[config.mk]
export PLATFORM = sky130hd
export DESIGN_NAME = uart_rx
export DESIGN_NICKNAME = d
export VERILOG_FILES = /design/src/rtl/uart_rx.sv
export SDC_FILE = /design/constraint.sdc
export NUM_CORES = 1
export LEC_CHECK = 0
export ABC_AREA = 1
export ABC_CLOCK_PERIOD_IN_PS = 2800
export CORE_ASPECT_RATIO = 1.5
export CORE_MARGIN = 4
export CORE_UTILIZATION = 45
export CTS_BUF_LIST = sky130_fd_sc_hd__clkbuf_8
export CTS_CLUSTER_DIAMETER = 200
export DETAILED_ROUTE_END_ITERATION = 16
export GPL_ROUTABILITY_DRIVEN = 0
export PLACE_DENSITY = 0.63
export SLEW_MARGIN = 40
export SYNTH_ARGS = -nofsm -noshare
export SYNTH_HDL_FRONTEND = slang
export SYNTH_SLANG_ARGS = --single-unit
[constraint.sdc]
create_clock -name i_clock -period 2.8 [get_ports i_clock]
set_input_delay 0.42 -clock i_clock [delete_from_list [all_inputs] [get_ports i_clock]]
set_output_delay 0.42 -clock i_clock [all_outputs]
set_load 0.01 [all_outputs]
[src/rtl/uart_rx.sv]
// uart_rx: oversampling UART receiver, LSB-first, optional parity, M_STOP stop bits.
// Define UART_RX_SYNC_EN to add a two-flop synchronizer on i_data (adds 2 clocks of latency).
// Without it, i_data must already be synchronous to i_clock.
module uart_rx #(
    parameter int unsigned NB_DATA         = 8,
    parameter int unsigned N_DATA          = 8,
    parameter int unsigned PARITY_CHECK    = 1,
    parameter int unsigned EVEN_ODD_PARITY = 1,
    parameter int unsigned M_STOP          = 1,
    parameter int unsigned OVERSAMPLE      = 16
) (
    input  logic               i_clock,
    input  logic               i_reset,
    input  logic               i_valid,
    input  logic               i_data,
    output logic [NB_DATA-1:0] o_data,
    output logic               o_rx_done,
    output logic               o_parity_err,
    output logic               o_frame_err
);

    localparam int unsigned TICK_W = $clog2(OVERSAMPLE);
    localparam int unsigned BIT_W  = $clog2(N_DATA + 1);
    localparam int unsigned STOP_W = $clog2(M_STOP + 1);

    localparam logic [TICK_W-1:0] TICK_MID  = TICK_W'(OVERSAMPLE / 2 - 1);
    localparam logic [TICK_W-1:0] TICK_LAST = TICK_W'(OVERSAMPLE - 1);
    localparam logic [BIT_W-1:0]  BIT_LAST  = BIT_W'(N_DATA - 1);
    localparam logic [STOP_W-1:0] STOP_LAST = STOP_W'(M_STOP - 1);

    typedef enum logic [2:0] {
        IDLE   = 3'd0,
        START  = 3'd1,
        DATA   = 3'd2,
        PARITY = 3'd3,
        STOP   = 3'd4
    } state_t;

    state_t              state_q;
    logic [TICK_W-1:0]   tick_q;
    logic [BIT_W-1:0]    bit_q;
    logic [STOP_W-1:0]   stop_q;
    logic [N_DATA-1:0]   shift_q;
    logic                perr_q;
    logic                ferr_q;
    logic                rx_line;
    logic                par_exp;

`ifdef UART_RX_SYNC_EN
    logic [1:0] sync_q;

    // Two-flop synchronizer; resets to the idle (high) line level.
    always_ff @(posedge i_clock) begin
        if (!i_reset) begin
            sync_q <= 2'b11;
        end else begin
            sync_q <= {sync_q[0], i_data};
        end
    end

    assign rx_line = sync_q[1];
`else
    assign rx_line = i_data;
`endif

    // Parity expected from the fully assembled data word.
    assign par_exp = (EVEN_ODD_PARITY != 0) ? (^shift_q) : (~^shift_q);

    // Receive FSM: counters advance only on i_valid; outputs load together on done.
    always_ff @(posedge i_clock) begin
        if (!i_reset) begin
            state_q      <= IDLE;
            tick_q       <= '0;
            bit_q        <= '0;
            stop_q       <= '0;
            shift_q      <= '0;
            perr_q       <= 1'b0;
            ferr_q       <= 1'b0;
            o_data       <= '0;
            o_rx_done    <= 1'b0;
            o_parity_err <= 1'b0;
            o_frame_err  <= 1'b0;
        end else begin
            o_rx_done <= 1'b0;
            if (i_valid) begin
                case (state_q)
                    IDLE: begin
                        if (!rx_line) begin
                            tick_q  <= '0;
                            state_q <= START;
                        end
                    end

                    START: begin
                        if (tick_q == TICK_MID) begin
                            tick_q <= '0;
                            if (!rx_line) begin
                                bit_q   <= '0;
                                stop_q  <= '0;
                                perr_q  <= 1'b0;
                                ferr_q  <= 1'b0;
                                state_q <= DATA;
                            end else begin
                                // Start bit did not hold through mid-bit: a glitch.
                                state_q <= IDLE;
                            end
                        end else begin
                            tick_q <= tick_q + TICK_W'(1);
                        end
                    end

                    DATA: begin
                        if (tick_q == TICK_LAST) begin
                            tick_q  <= '0;
                            shift_q <= {rx_line, shift_q[N_DATA-1:1]};
                            if (bit_q == BIT_LAST) begin
                                bit_q   <= '0;
                                state_q <= (PARITY_CHECK != 0) ? PARITY : STOP;
                            end else begin
                                bit_q <= bit_q + BIT_W'(1);
                            end
                        end else begin
                            tick_q <= tick_q + TICK_W'(1);
                        end
                    end

                    PARITY: begin
                        if (tick_q == TICK_LAST) begin
                            tick_q  <= '0;
                            perr_q  <= (rx_line != par_exp);
                            state_q <= STOP;
                        end else begin
                            tick_q <= tick_q + TICK_W'(1);
                        end
                    end

                    STOP: begin
                        if (tick_q == TICK_LAST) begin
                            tick_q <= '0;
                            if (!rx_line) begin
                                ferr_q <= 1'b1;
                            end
                            if (stop_q == STOP_LAST) begin
                                stop_q       <= '0;
                                state_q      <= IDLE;
                                o_rx_done    <= 1'b1;
                                o_data       <= NB_DATA'(shift_q);
                                o_parity_err <= (PARITY_CHECK != 0) ? perr_q : 1'b0;
                                o_frame_err  <= ferr_q | ~rx_line;
                            end else begin
                                stop_q <= stop_q + STOP_W'(1);
                            end
                        end else begin
                            tick_q <= tick_q + TICK_W'(1);
                        end
                    end

                    default: begin
                        state_q <= IDLE;
                    end
                endcase
            end
        end
    end

endmodule

* Word-level counts from Yosys, hierarchy flattened
Cells that the tools add are included.
** Word-level totals
- Flip-flop bits (word level) :: 33
- Bits of input ports :: 4
- Output and inout port bits :: 11
- Word-level logic and storage cells :: 78
** Operators by class
- Add/subtract/negate cells :: 3
- Eq/ne operators :: 17
- Muxes and demuxes :: 28
- Bitwise operators :: 3
- Reduce and logical (&&, ||, !) cells :: 16
** Operators by type and width (number)
- $mux W4 :: 6
- $mux W3 :: 7
- $ne A2 B2 Y1 const B :: 9
- $pmux W3 S5 :: 1
- $reduce_and A5 Y1 :: 3
- $pmux W4 S3 :: 1
- $add A4 B1 Y4 const B :: 2
- $eq A4 B3 Y1 const B :: 2
- $mux W1 :: 8
- $pmux W4 S2 :: 1
- $reduce_and A4 Y1 :: 2
- $reduce_and A8 Y1 :: 1
- $reduce_xor A8 Y1 :: 1
- $eq A3 B2 Y1 const B :: 2
- $pmux W1 S2 :: 3
- $reduce_and A3 Y1 :: 2
- $reduce_and A6 Y1 :: 1
- $reduce_bool A2 Y1 :: 3
- $eq A4 B4 Y1 const B :: 1
- $eq A3 B1 Y1 const B :: 1
- $eq A3 B3 Y1 const B :: 1
- $logic_not A3 Y1 :: 1
- $reduce_bool A3 Y1 :: 1
- $reduce_or A3 Y1 :: 1
- other kinds (5) :: 6

* Logic depth before layout (Yosys ltp)
- Depth in word-level cells :: 4
- Depth in mapped cells :: 10
- Depth with buffers taken out :: 10

* Worst setup path before layout
Ideal clock, no wire load.
- Kind :: register to register
- Start point :: register tick_q[0]
- End point :: register shift_q[2]
- Arrival time :: 1.391 ns
- Data required time :: 2.681 ns
- Path slack :: 1.289 ns
- Cell stages (with the launch flop) :: 10
- Buffers on the path :: 1
- Period minus slack after synthesis :: 1.511 ns
- Cell sequence :: dfxtp_1 ha_1 nand2_1 nor2_1 inv_1 nor2_1 nand2_1 buf_2 o21ai_0 a21oi_1
** Between the ends
- Longest elaborated chain between the ends :: 2
** Ends and longest elaborated chain
- from (decl) :: RTL line 40 : logic [TICK_W-1:0] tick_q;
- from (signal assigned) :: RTL line 108 : tick_q <= tick_q + TICK_W'(1);
- from (signal assigned) :: RTL line 123 : tick_q <= tick_q + TICK_W'(1);
- from (signal assigned) :: RTL line 133 : tick_q <= tick_q + TICK_W'(1);
- $eq A4 B4 Y1 :: RTL line 113 : if (tick_q == TICK_LAST) begin
- $reduce_and A3 Y1 (no source line)
- to (signal assigned) :: RTL line 115 : shift_q <= {rx_line, shift_q[N_DATA-1:1]};
- to (decl) :: RTL line 43 : logic [N_DATA-1:0] shift_q;
Every way passes these cells.
A chain may end at the register's enable or synchronous reset.

* Worst setup path in the final report
- Start point :: register tick_q[0]
- End point :: register shift_q[4]
Same word-level chain as after synthesis.

==> flow_summary.ini <==
[critical_path]
path_buf_inv = 2
arrival_ns = 2.10
cp_top_family = simple AND/OR/NAND/NOR gates
crit_path_start_kind = flop
timing.critical_path.from = tick_q[0]
crit_required_ns = 3.01
path_cells = ha_1, nand2_1, nor2_1, inv_1, nor2_1, nand2_1, inv_1, o21ai_0, a21oi_1
crit_type = flop to flop
cp_slowest_cell = dfxtp_1
r2r_start = tick_q[0]
worstPathMaxFanout = 13
cpPeakStageDelay_ns = 0.39
end_kind = flop

[yosys]
ys_types = 25
synth_seq_cells = 32
ys_seq_area_frac = 0.419
ys_top_cells_by_area = dfxtp_1 42%, nand2_1 11%, a21oi_1 10%, o21ai_0 6.9%, inv_1 4.4%
synth_cells = 215
synth.net_count = 221
post_synth.cell_area_avg_um2 = 7.12
yosysWarnings = 0
yosys.area.top_type = dfxtp_1
synth_top_cell_area_share = 0.419
netlist_area_um2 = 1530

[cts]
cts_resized = 0
cts_buffer_depth = 2
cts-htree-levels = 2
root_buffer = clkbuf_8
hold_buffers = 0
cts_setup_buffers = 0
cts_tree = done
cts.sinks = 32
cts_buffers = 5
clk_latency_ns = 0.28
clk_pin_slew_worst_paths_ns = 0.07

[global_routing]
grt_start_max_net_pins = 23
grt_pass1_vias = 1468
overflow = 0
grt_pass1_wl_mm = 6.05
track_usage = 0.170
antenna_found_initial = 0

[detailed_routing]
vias = 1457
detail_route.wirelength_mm = 3.53
vias_per_cell = 5.34
drc = 0
drt-pass1-iter-count = 4
drt-initial-drc-count = 38
antenna_left = 0
wl_per_cell_um = 12.9

[finish]
final_cell_mix = 45 x nand2_1, 32 x dfxtp_1, 31 x a21oi_1, 21 x o21ai_0
layout.nets = 238
area_growth_pct = 17.2
mostFrequentLayoutCell = nand2_1
insertedDiodeCount = 0
instances_no_fill = 273
drive_gt1_frac = 0.103
stdcell_area_um2 = 1790
fin_util = 0.557

[die]
die_h_um = 79.4
fp.dieW_um = 55.6
core_area_um2 = 3220
initial_core_util = 0.475
die_area_um2 = 4420
pin_count = 15
rows = 25

[placement]
dp_cells = 265
io_buffers = 14
placed_area_um2 = 1700
dpl.hpwl_mm = 2.59

[timing]
rsz0062_at_grt = false
fin_crit_sh = 0.676
fmax_mhz = 528
min_period_ns = 1.89
finClkSkew_ns = 0.00692
hold_viol_final = 0
timing.final.max_slew_violations = 0
setup_viol = 0
max-slew-margin-rel = 0.755
tightestPinTransition_ns = 0.368
fin_setup_tns_ns = 0

[run]
max-cap-violations = 0

[power_and_ir_drop]
power.internal_uw = 711
finalPower_mw = 1.00
powerDensity_nw_per_um2 = 560
peakVddDrop_v = 0.000338
leakage_nw = 0.738
combPwrFrac = 0.157
p_clk_frac = 0.365
power.switching_uw = 293
switching_share = 0.292
seq_power_share = 0.477

[run_status]
status = finished, final reports clean

[worst_hold_path]
worstHoldStart = perr_q
hold_path_class = flop to flop
==> power groups by stage <==
stage                     Combinational [mW]  Clock (mW)  Sequential [mW]
after floorplan                        0.120           0            0.487
after global placement                 0.150           0            0.489
after detailed placement               0.154           0            0.490
after CTS                              0.157       0.371            0.479
after global routing                   0.179       0.396            0.481
final                                  0.158       0.367            0.479
==> registers in the layout (all words and copies together), names as in the netlist, 3 cells and up <==
register and count:
bit_q 4, o_data 8, shift_q 8, state_q 3, tick_q 4
==> worst paths after layout <==
| check | to | slack, ns | depth (start not counted) |
|---|---|---|---|
| setup / recovery | shift_q[4] | 0.91 | 9 |
| hold / removal | perr_q | 0.49 | 2 |
| setup reg to reg | shift_q[4] | 0.91 | 9 |
| hold reg to reg | perr_q | 0.49 | 2 |
==> synthesized netlist by cell type, drive strengths merged <==
cell type  instances
nand2             47
a21oi             33
dfxtp             32
inv               25
o21ai             25
nor2              18
nand3             14
nor3               7
clkbuf             3
buf                2
ha                 2
xnor2              2
xor2               2
and3b              1
o21a               1
or2                1
==> worst register-to-register path, stage by stage (launching register included) <==
cell	delay [ns]
dfxtp_1	0.39
ha_1	0.23
nand2_1	0.10
nor2_1	0.17
inv_1	0.11
nor2_1	0.15
nand2_1	0.26
inv_1	0.19
o21ai_0	0.09
a21oi_1	0.14
==> routing by layer <==
metal / GRT usage / vias up / share of wire
li1: - / 732 / -
met1: 0.158 / 687 / 0.39
met2: 0.335 / 28 / 0.56
met3: 0.0437 / 10 / 0.032
met4: 0.0827 / 0 / 0.020
met5: 0 / - / 0
==> area by class of cell <==
class | count | area (um^2)
Timing Repair Buffer | 15 | 148
Sequential cell | 32 | 641
Multi-Input combinational cell | 153 | 768
Fill cell | 306 | 1430
Tap cell | 40 | 50.0
Clock buffer | 6 | 82.6
Inverter | 25 | 93.8
Clock inverter | 2 | 10.0
==> stage by stage <==
step	setup slack, ns	hold WS (ns)
after detailed placement	0.864	0.471
final	0.908	0.485
after floorplan	1.29	0.445
after CTS	0.912	0.484
after global placement	0.930	0.458
after global routing	0.642	0.511
==> logic make-up after synthesis <==
family                   share of synthesized area
AND/OR/NAND/NOR                              0.258
AO/OA/AOI/OAI                                0.204
buffers and inverters                       0.0793
adder cells (fa/ha/maj)                     0.0164
XOR/XNOR                                    0.0229
flip-flops                                   0.419
Power figures use the tool's default switching activity.
